$ cat src/rtl/seg_scan_ctrl.sv
// Scan controller feeding one BCD digit at a time to a shared 7-segment decoder with dead time.
// Optional build macro LEADING_ZERO_BLANK_EN: suppress leading zeros (digit 0 always shown).
module seg_scan_ctrl #(
  parameter int NUM_DIGITS = 8,
  parameter int DIV        = 50000,
  parameter int BLANK_CYC  = 16,
  parameter int CNT_W      = 16
) (
  input  logic                    clk,
  input  logic                    rst,
  input  logic                    load,
  input  logic [4*NUM_DIGITS-1:0] data_in,
  output logic                    ready,
  output logic [3:0]              digit_code,
  output logic [NUM_DIGITS-1:0]   dig_sel,
  output logic                    frame_start
);

  localparam int IDX_W = (NUM_DIGITS > 1) ? $clog2(NUM_DIGITS) : 1;
  localparam logic [CNT_W-1:0] BLANK_LAST = CNT_W'(BLANK_CYC - 1);
  localparam logic [CNT_W-1:0] SHOW_LAST  = CNT_W'(DIV - 1);
  localparam logic [IDX_W-1:0] LAST_IDX   = IDX_W'(NUM_DIGITS - 1);

  typedef enum logic [0:0] {ST_BLANK = 1'b0, ST_SHOW = 1'b1} state_t;

  state_t                  state_r, state_nx_s;
  logic [CNT_W-1:0]        cnt_r, cnt_nx_s;
  logic [IDX_W-1:0]        idx_r, idx_nx_s;
  logic [4*NUM_DIGITS-1:0] active_r, shadow_r;
  logic                    pending_r, ready_r;
  logic [3:0]              digit_code_r, code_nx_s;
  logic [NUM_DIGITS-1:0]   dig_sel_r, sel_nx_s;
  logic                    frame_start_r, fs_nx_s;
  logic                    wrap_s;

  // Code shown for digit idx of a frame; leading zeros may be suppressed above digit 0.
  function automatic logic [3:0] pick_code(input logic [4*NUM_DIGITS-1:0] frame,
                                           input logic [IDX_W-1:0]        idx);
    logic [3:0] code;
    code = frame[{idx, 2'b00} +: 4];
`ifdef LEADING_ZERO_BLANK_EN
    if ((idx != {IDX_W{1'b0}}) && ((frame >> {idx, 2'b00}) == {(4*NUM_DIGITS){1'b0}})) begin
      code = 4'hF;
    end else begin
      code = code;
    end
`endif
    return code;
  endfunction

  // Phase sequencing plus the output values that will be registered alongside the next state.
  always_comb begin
    state_nx_s = state_r;
    cnt_nx_s   = cnt_r + 1'b1;
    idx_nx_s   = idx_r;
    wrap_s     = 1'b0;
    sel_nx_s   = {NUM_DIGITS{1'b1}};
    code_nx_s  = 4'hF;
    fs_nx_s    = 1'b0;
    case (state_r)
      ST_BLANK: begin
        if (cnt_r == BLANK_LAST) begin
          state_nx_s = ST_SHOW;
          cnt_nx_s   = {CNT_W{1'b0}};
        end else begin
          state_nx_s = ST_BLANK;
        end
      end
      ST_SHOW: begin
        if (cnt_r == SHOW_LAST) begin
          state_nx_s = ST_BLANK;
          cnt_nx_s   = {CNT_W{1'b0}};
          if (idx_r == LAST_IDX) begin
            idx_nx_s = {IDX_W{1'b0}};
            wrap_s   = 1'b1;
          end else begin
            idx_nx_s = idx_r + 1'b1;
          end
        end else begin
          state_nx_s = ST_SHOW;
        end
      end
      default: begin
        state_nx_s = ST_BLANK;
        cnt_nx_s   = {CNT_W{1'b0}};
        idx_nx_s   = {IDX_W{1'b0}};
      end
    endcase
    // The active frame only changes while entering BLANK, so it is stable for every SHOW cycle.
    if (state_nx_s == ST_SHOW) begin
      sel_nx_s[idx_nx_s] = 1'b0;
      code_nx_s          = pick_code(active_r, idx_nx_s);
      fs_nx_s            = (state_r == ST_BLANK) && (idx_nx_s == {IDX_W{1'b0}});
    end else begin
      sel_nx_s  = {NUM_DIGITS{1'b1}};
      code_nx_s = 4'hF;
      fs_nx_s   = 1'b0;
    end
  end

  // State, frame buffers, handshake and registered outputs.
  always_ff @(posedge clk) begin
    if (rst) begin
      state_r       <= ST_BLANK;
      cnt_r         <= {CNT_W{1'b0}};
      idx_r         <= {IDX_W{1'b0}};
      active_r      <= {NUM_DIGITS{4'hF}};
      shadow_r      <= {NUM_DIGITS{4'hF}};
      pending_r     <= 1'b0;
      ready_r       <= 1'b1;
      digit_code_r  <= 4'hF;
      dig_sel_r     <= {NUM_DIGITS{1'b1}};
      frame_start_r <= 1'b0;
    end else begin
      state_r       <= state_nx_s;
      cnt_r         <= cnt_nx_s;
      idx_r         <= idx_nx_s;
      digit_code_r  <= code_nx_s;
      dig_sel_r     <= sel_nx_s;
      frame_start_r <= fs_nx_s;
      // A pending commit implies ready is low, so commit and capture never collide.
      if (wrap_s && pending_r) begin
        active_r  <= shadow_r;
        pending_r <= 1'b0;
        ready_r   <= 1'b1;
      end else if (load && ready_r) begin
        shadow_r  <= data_in;
        pending_r <= 1'b1;
        ready_r   <= 1'b0;
      end else begin
        pending_r <= pending_r;
        ready_r   <= ready_r;
      end
    end
  end

  assign ready       = ready_r;
  assign digit_code  = digit_code_r;
  assign dig_sel     = dig_sel_r;
  assign frame_start = frame_start_r;

endmodule

$ cat config.mk
export PLATFORM = sky130hd
export DESIGN_NAME = seg_scan_ctrl
export DESIGN_NICKNAME = d
export VERILOG_FILES = /design/src/rtl/seg_scan_ctrl.sv
export SDC_FILE = /design/constraint.sdc
export NUM_CORES = 1
export LEC_CHECK = 0
export ABC_AREA = 1
export CORE_MARGIN = 4
export CORE_UTILIZATION = 32
export DETAILED_ROUTE_END_ITERATION = 16
export HOLD_SLACK_MARGIN = 0.12
export PLACE_DENSITY = 0.62
export SLEW_MARGIN = 5
export SYNTH_ARGS = -nofsm -noshare
export SYNTH_HDL_FRONTEND = slang
export SYNTH_SLANG_ARGS = --single-unit
$ cat constraint.sdc
create_clock -name clk -period 1.7 [get_ports clk]
set_input_delay 0.34 -clock clk [delete_from_list [all_inputs] [get_ports clk]]
set_output_delay 0.34 -clock clk [all_outputs]
set_load 0.02 [all_outputs]
Word level (Yosys, flattened, before mapping)
Index checks and enable logic that the tools add are counted.
{ "word_totals": {"regBits": 99, "word_cells": 44, "in_bits": 35, "output_inout_bits": 14} }
{ "op_classes": {"n_addsub": 2, "bitwise": 4, "eq_ne": 3, "n_mux": 14, "shift": 1, "magnitude_cmp": 2, "n_reduce_logical": 8} }
{ "op_table": {"columns": ["cell", "count"], "rows": [
  ["$mux W16", 2],
  ["$pmux W16 S2", 1],
  ["$shiftx A32 B6 Y4", 1],
  ["$add A16 B1 Y16 const B", 1],
  ["$eq A16 B16 Y1 const B", 1],
  ["$eq A16 B4 Y1 const B", 1],
  ["$mux W3", 3],
  ["$not A8 Y8", 1],
  ["$mux W1", 6],
  ["$logic_and A1 B1 Y1", 4],
  ["$lt A3 B4 Y1 const B", 1],
  ["$reduce_or A2 Y1", 2],
  ["$add A3 B1 Y3 const B", 1],
  ["$demux W1 S3", 1],
  ["$eq A3 B3 Y1 const B", 1],
  ["$ge A3 B1 Y1 const B", 1],
  ["$logic_not A3 Y1", 1],
  ["$not A1 Y1", 3],
  ["$pmux W1 S2", 1],
  ["$reduce_and A2 Y1", 1]
]} }

Depth between registers and ports, before layout
Gate-level depths: netlist of the first run.
{ "logic_depth": {"ltp_word": 9, "ltp_mapped": 13, "ltp_nobuf": 13} }

Worst setup path before layout of the first run
No wires, ideal clock.
{ "synth_timing": {"path_kind": "reg2reg", "startpoint": "register cnt_r[0]", "endpoint": "register shadow_r[10]", "required_time_ns": 1.559, "path_stages_with_launch": 12, "setup_time_ns": 0.141, "arrival_time_ns": 1.557, "path_slack_ns": 0.002, "path_cell_list": "dfxtp_1 > ha_1 > nand3_2 > nor2_4 > nand3_4 > nor2_8 > inv_2 > nand2_4 > inv_4 > buf_6 > nand2_2 > o211ai_2"} }
{ "synth_between": {"elab_chain_cells": 6} }
{ "synth_lines": {"columns": ["element", "line_no", "rtl"], "rows": [
  ["start: declaration", "27", "logic [CNT_W-1:0] cnt_r, cnt_nx_s;"],
  ["start signal: assignment", "105", "cnt_r <= {CNT_W{1'b0}};"],
  ["start signal: assignment", "116", "cnt_r <= cnt_nx_s;"],
  ["$eq A16 B16 Y1", "70", "if (cnt_r == SHOW_LAST) begin"],
  ["$mux W1", "70", null],
  ["$mux W1", "60", "case (state_r)"],
  ["$logic_and A1 B1 Y1", "122", "if (wrap_s && pending_r) begin"],
  ["$not A1 Y1 (no line)", null, null],
  ["$reduce_and A2 Y1 (no line)", null, null],
  ["end signal: assignment", "108", "shadow_r <= {NUM_DIGITS{4'hF}};"],
  ["end signal: assignment", "127", "shadow_r <= data_in;"],
  ["end: declaration", "29", "logic [4*NUM_DIGITS-1:0] active_r, shadow_r;"]
]} }
Every way passes these cells.
A chain may end at the register's enable or synchronous reset.

Worst setup path after layout of the first run
{ "layout_timing": {"startpoint": "register cnt_r[0]", "endpoint": "register shadow_r[12]"} }
The elaborated chain is that of the path after synthesis.

==> impl_metrics.py, run 1 <==
metrics = {
    "outcome": {
        "outcome": "complete, but fails checks",
        "violations": "negative setup slack",
    },
    "sta": {
        "whs_ps": 466.7,
        "fin_skew_ps": 6.466,
        "hold_violations": 0,
        "setup_slack_ps": -62.34,
        "drv_slew": 0,
        "fin_crit_sh": 1.037,
        "clock.fmax_mhz": 567.4,
        "max_slew.worst_pin.slew_ps": 265.8,
        "fin_setup_tns_ps": -765.5,
        "slew_headroom": 0.8223,
        "min_period_ps": 1762,
        "setup_viol": 33,
        "rsz0062_at_grt": "true",
    },
    "power_and_ir_drop": {
        "p_leak_nw": 2.745,
        "vdd_drop_max_uv": 418.9,
        "powerDensity_nw_per_um2": 824.7,
    },
    "cts": {
        "clk_pin_slew_ps": 70,
        "root_buffer": "clkbuf_16",
        "clock_sinks": 99,
        "h-tree-depth": 3,
        "clk_latency_ps": 350,
        "cts_buffer_depth": 2,
        "cts_tree": "done",
        "cts_made_buffers": 9,
    },
    "floorplan": {
        "die_x_um": 122.1,
        "die_area_um2": 14900,
        "die_y_um": 122.1,
        "core_area_um2": 12670,
        "rows": 41,
        "start_util": 0.3285,
        "io-pin-count": 49,
    },
    "final_layout": {
        "utilization": 0.4735,
        "nets": 663,
        "drive_gt1_frac": 0.2857,
        "seqCellArea_um2": 1987,
        "syn2layout_area_growth_pct": 44.12,
        "final_cell_area_um2": 6000,
        "multiInputGateArea_um2": 2150,
        "fillCellCount": 1209,
        "antennaDiodeCount": 0,
    },
    "logic_synthesis": {
        "synth_cell_types": 35,
        "async_flop_share": 0,
        "syn_area_um2": 4163,
        "syn_avg_cell_area_um2": 7.825,
        "synth_mux_area_frac": 0,
        "yosys.area_share.simple": 0.3081,
        "ys_seq_area_frac": 0.4761,
        "synth_top_family_by_area": "simple AND/OR/NAND/NOR gates",
        "yosys_warnings": 0,
        "synth_compound_area_frac": 0.1106,
        "synth-edff-count": 0,
        "synthFlopType": "dfxtp_1",
        "synth_area_leaders": "dfxtp_1 48%, nand2_1 13%, nand3_1 5.5%",
        "syn_nets": 570,
        "yosysMostFrequentCell": "nand2_1",
        "yosys-top-cells-count": "139 x nand2_1, 99 x dfxtp_1, 52 x inv_1",
        "synth_top_area_frac": 0.4761,
        "yosysTopAreaCell": "dfxtp_1",
        "synth_xor_area_frac": 0.008416,
        "synthAdderAreaFrac": 0.009017,
        "synth_seq_cells": 99,
        "post_synth_inst_count": 532,
    },
    "setup_path": {
        "cp-end-kind": "register",
        "reg2reg_slack_ps": -60,
        "critPathArrivalTime_ps": 2050,
        "criticalPathCategory": "register to register",
        "crit_path_start_kind": "register",
        "crit_family": "simple AND/OR/NAND/NOR gates",
        "cp_max_fo": 7,
        "cp_slowest_cell": "dfxtp_2",
        "cp_cell_sequence": "ha_4 -> nand3_4 -> nor2_4 -> nand3_4 -> nor2_8 -> inv_4 -> nand2_8 -> buf_12 -> clkbuf_16 -> nand2_1 -> nand3_1",
        "cp_num_buf_inv": 3,
        "critical_path_required_ps": 1990,
        "critPathMaxStageDelay_ps": 350,
        "cp_common_cell": "nand3_4",
    },
    "route": {
        "drt_wl_total_um": 10720,
        "antenna_left": 0,
        "route.detailed.drc": 0,
        "firstDrtPassIters": 4,
        "wire_per_inst_um": 13.37,
        "via_per_inst": 4.608,
        "drtIter0Drc": 236,
        "vias": 3696,
    },
    "place": {
        "dpl_cell_area_um2": 4997,
        "io_buffer_count": 48,
        "place_congestion": 0.8028,
        "pre_cts_ws_ps": -145.0,
        "dpl.hpwl_um": 6911,
    },
    "global_routing": {
        "grt_pass1_vias": 3591,
        "antenna_found_initial": 0,
        "grt_pass1_wl_um": 16270,
        "overflow": 0,
        "track_usage": 0.1347,
        "grt_max_degree": 45,
    },
    "run": {
        "maxCapViolations": 0,
    },
    "min_path": {
        "min_path_type": "register to register",
    },
}
-- through the flow --
step                      cells  power [W]
final                       802   0.004948
after global routing        802   0.005134
after CTS                   783   0.004842
after detailed placement    764   0.002807
after global placement      764   0.002798
after floorplan             532   0.002672
-- power breakdown --
group	internal [W]	leakage, nW	switching [W]
Combinational	0.000239	1.79	0.000243
Sequential	0.00239	0.810	0.0000471
Clock	0.00114	0.143	0.000881
-- per-layer routing --
metal / routed length, um / part of all wire / track usage
met2: 5353 / 0.50 / 0.2248
met1: 4830 / 0.45 / 0.1707
met5: 0 / 0 / 0
met4: 160 / 0.015 / 0.04759
met3: 377 / 0.035 / 0.03110
-- worst register-to-register path, cell delays in order (launching register included) --
cell and delay [ps]:
dfxtp_2 350, ha_4 150, nand3_4 110, nor2_4 180, nand3_4 170, nor2_8 150, inv_4 60, nand2_8 80
buf_12 170, clkbuf_16 170, nand2_1 50, nand3_1 70
-- registers in the layout, summed over array words and instances (netlist names) --
name	cells
active_r	32
cnt_r	16
dig_sel	8
digit_code	4
frame_start	1
idx_r	3
pending_r	1
ready	1
shadow_r	32
state_r	1
-- final cells by class --
| type | count | share of cell area |
|---|---|---|
| clock buffer | 10 | 0.03816 |
| clock inverter | 6 | 0.01084 |
| inverter | 57 | 0.04046 |
| multi-input combinational | 354 | 0.3583 |
| sequential | 99 | 0.3312 |
| tap | 172 | 0.03587 |
| timing repair buffer | 100 | 0.1731 |
| timing repair inverter | 4 | 0.01210 |
-- final timing paths --
kind | cells after the start | endpoint | startpoint
worst max-delay path | 11 | shadow_r[12]$_SDFFE_PP1P_ | cnt_r[0]$_SDFF_PP0_
worst min-delay path | 2 | active_r[29]$_SDFFE_PP1P_ | shadow_r[29]$_SDFFE_PP1P_
worst max register to register | 11 | shadow_r[12]$_SDFFE_PP1P_ | cnt_r[0]$_SDFF_PP0_
worst min register to register | 2 | active_r[29]$_SDFFE_PP1P_ | shadow_r[29]$_SDFFE_PP1P_
-- cell usage in the layout (no fill, tap or decap), types with 3 or more instances in the layout --
cell	n
nor2_2	9
clkdlybuf4s50_1	48
o211ai_1	8
buf_12	7
o21ai_0	21
buf_4	34
nand3b_1	4
dfxtp_2	4
dfxtp_1	95
xor2_1	3
nand2_4	17
a21oi_1	25
inv_2	4
nand2_2	27
clkbuf_16	12
o211ai_2	8
nand3_1	28
nand4_1	9
nor3_1	3
nand3_2	18
buf_6	6
nor2_1	28
o21ai_1	9
nand3_4	4
nand2_1	111
inv_1	51
nor2_4	9
-- kinds of logic (layout without fill, tap and decap cells) --
group,Yosys count,count (layout)
AO/OA/AOI/OAI,75,75
XOR/XNOR,4,4
adder cells (fa/ha/maj),3,3
buffers and inverters,80,177
flip-flops,99,99
AND/OR/NAND/NOR,271,272
-- timing repair --
action	CTS	global route
buffers inserted	2	11
gates resized for setup	12	113
setup endpoints to repair	65	81
cloned	1	8
hold buffers	0	0
pin swaps	7	16
No activity file was read; power rests on OpenSTA's default activity.
==> inputs of run 2 (changes only) <==
--- a/config.mk
+++ b/config.mk
@@ -11,7 +11,7 @@
 export DETAILED_ROUTE_END_ITERATION = 16
 export HOLD_SLACK_MARGIN = 0.12
 export PLACE_DENSITY = 0.62
-export SLEW_MARGIN = 5
+export SLEW_MARGIN = 25
 export SYNTH_ARGS = -nofsm -noshare
 export SYNTH_HDL_FRONTEND = slang
 export SYNTH_SLANG_ARGS = --single-unit
==> results of run 2 <==
Final layout, timing and power as in run 1 (identical DEF).
==> inputs of run 3 (changes only) <==
--- a/config.mk
+++ b/config.mk
@@ -6,9 +6,11 @@
 export NUM_CORES = 1
 export LEC_CHECK = 0
 export ABC_AREA = 1
-export CORE_MARGIN = 4
+export CORE_MARGIN = 8
 export CORE_UTILIZATION = 32
+export CTS_CLUSTER_DIAMETER = 30
 export DETAILED_ROUTE_END_ITERATION = 16
+export GPL_ROUTABILITY_DRIVEN = 0
 export HOLD_SLACK_MARGIN = 0.12
 export PLACE_DENSITY = 0.62
 export SLEW_MARGIN = 25
==> impl_metrics.py, run 3 (synthesis gave the netlist of run 1 again) <==
metrics = {
    "outcome": {
        "outcome": "complete, but fails checks",
        "violations": "negative setup slack",
    },
    "floorplan": {
        "die_y_um": 130.1,
        "start_util": 0.3285,
        "core_area_um2": 12670,
        "die_area_um2": 16910,
        "io-pin-count": 49,
        "rows": 41,
        "die_x_um": 130.1,
    },
    "sta": {
        "min_period_ps": 1771,
        "max_slew.worst_pin.slew_ps": 403.9,
        "fin_skew_ps": 4.553,
        "drv_slew": 0,
        "fin_crit_sh": 1.042,
        "slew_headroom": 0.7307,
        "setup_viol": 33,
        "setup_slack_ps": -71.28,
        "rsz0062_at_grt": "true",
        "hold_violations": 0,
        "clock.fmax_mhz": 564.6,
    },
    "route": {
        "antenna_left": 0,
        "drt_wl_total_um": 11030,
        "wire_per_inst_um": 13.72,
        "route.detailed.drc": 0,
        "firstDrtPassIters": 4,
        "via_per_inst": 4.582,
        "drtIter0Drc": 239,
        "vias": 3684,
    },
    "setup_path": {
        "crit_path_start_kind": "register",
        "critical_path_required_ps": 1940,
        "criticalPathCategory": "register to register",
        "cp_max_fo": 5,
        "critPathArrivalTime_ps": 2010,
        "cp-end-kind": "register",
        "reg2reg_slack_ps": -70,
    },
    "global_routing": {
        "grt_max_degree": 45,
        "track_usage": 0.1231,
        "grt_pass1_wl_um": 16480,
        "overflow": 0,
        "antenna_found_initial": 0,
        "grt_pass1_vias": 3578,
    },
    "power_and_ir_drop": {
        "power_frac_seq": 0.513,
        "p_comb_frac": 0.086,
        "power.internal_w": 0.003668,
        "p_switching_w": 0.001104,
        "p_leak_nw": 2.656,
        "powerDensity_nw_per_um2": 809.9,
        "power_w": 0.004772,
        "pwr-share-clk": 0.401,
        "vdd_drop_max_uv": 438.9,
        "sw_frac_of_total": 0.2313,
    },
    "final_layout": {
        "final_common_cell": "nand2_1",
        "finalNonFillerCells": 804,
        "antennaDiodeCount": 0,
        "drive_gt1_frac": 0.2911,
        "nets": 665,
        "layout_common_cells": "119 x nand2_1, 93 x dfxtp_1, 50 x inv_1",
        "syn2layout_area_growth_pct": 41.54,
        "top_regs": "active_r x32, shadow_r x32, cnt_r x16",
    },
    "cts": {
        "clk_latency_ps": 340,
        "clk_pin_slew_ps": 60,
        "root_buffer": "clkbuf_16",
        "cts_buffer_depth": 2,
        "cts_tree": "done",
        "clock_sinks": 99,
        "cts_made_buffers": 9,
        "h-tree-depth": 3,
    },
    "min_path": {
        "min_path_type": "register to register",
    },
    "run": {
        "maxCapViolations": 0,
    },
    "place": {
        "dp_cells": 766,
        "pre_cts_ws_ps": -190.1,
        "io_buffer_count": 48,
        "dpl.hpwl_um": 7146,
    },
}
[run 3: path summary, 6_finish.rpt]
check / from / endpoint / cells past startpoint
worst max-delay path: cnt_r[9]$_SDFF_PP0_ / digit_code[2]$_SDFF_PP1_ / 13
worst min-delay path: active_r[14]$_SDFFE_PP1P_ / active_r[14]$_SDFFE_PP1P_ / 2
worst max register to register: cnt_r[9]$_SDFF_PP0_ / digit_code[2]$_SDFF_PP1_ / 13
worst min register to register: active_r[14]$_SDFFE_PP1P_ / active_r[14]$_SDFFE_PP1P_ / 2
[run 3: metal layers]
layer  up-vias  share of wire  track usage
li1       1902              -            -
met1      1689           0.44       0.1471
met2        68           0.48       0.2044
met3        25          0.049      0.03223
met4         0          0.031      0.05328
met5         -              0            0
[run 3: power groups by stage]
stage / clock [W] / combinational [W] / sequential (W)
after floorplan: 0 / 0.000198 / 0.00247
after global placement: 0 / 0.000325 / 0.00248
after detailed placement: 0 / 0.000331 / 0.00248
after CTS: 0.00197 / 0.000336 / 0.00243
after global routing: 0.00207 / 0.000450 / 0.00245
final: 0.00192 / 0.000410 / 0.00245
[run 3: final cells by class]
cell class | instances | area, um^2
Fill cell | 1246 | 6779
Multi-Input combinational cell | 354 | 2103
Sequential cell | 99 | 1989
Timing Repair Buffer | 105 | 1044
Clock buffer | 12 | 256.5
Inverter | 57 | 242.7
Tap cell | 172 | 215.2
Clock inverter | 4 | 25.02
Timing Repair inverter | 1 | 16.27
[run 3: worst max-delay path, stage by stage, from the launching register on]
cell      delay [ps]
dfxtp_1          370
nand2_2          100
clkinv_1          80
nand2_4           60
nor2_4           150
buf_4            130
nand4_1          170
nand2_4          160
nor2_4            70
buf_4            130
nand2_1           60
nand2_1           70
inv_1             70
nand3_2           50
[run 3: what timing repair did]
action | in CTS | in global routing
setup buffers | 4 | 10
gates resized for setup | 24 | 102
pin swaps | 20 | 23
setup endpoints to repair | 77 | 85
gates cloned | 1 | 7
hold buffers | 0 | 0
[run 3: metrics by stage]
step | TNS [ps] | util | cell area (um^2) | hold WS (ps)
final | -683.1 | 0.4650 | 5892 | 469.6
after CTS | -55.10 | 0.4260 | 5398 | 469.9
after global routing | -5956 | 0.4650 | 5892 | 499.6
after floorplan | 0 | - | 4163 | 417.5
after global placement | -1009 | 0.3946 | 5000 | 443.9
after detailed placement | -3348 | 0.3946 | 5000 | 453.9
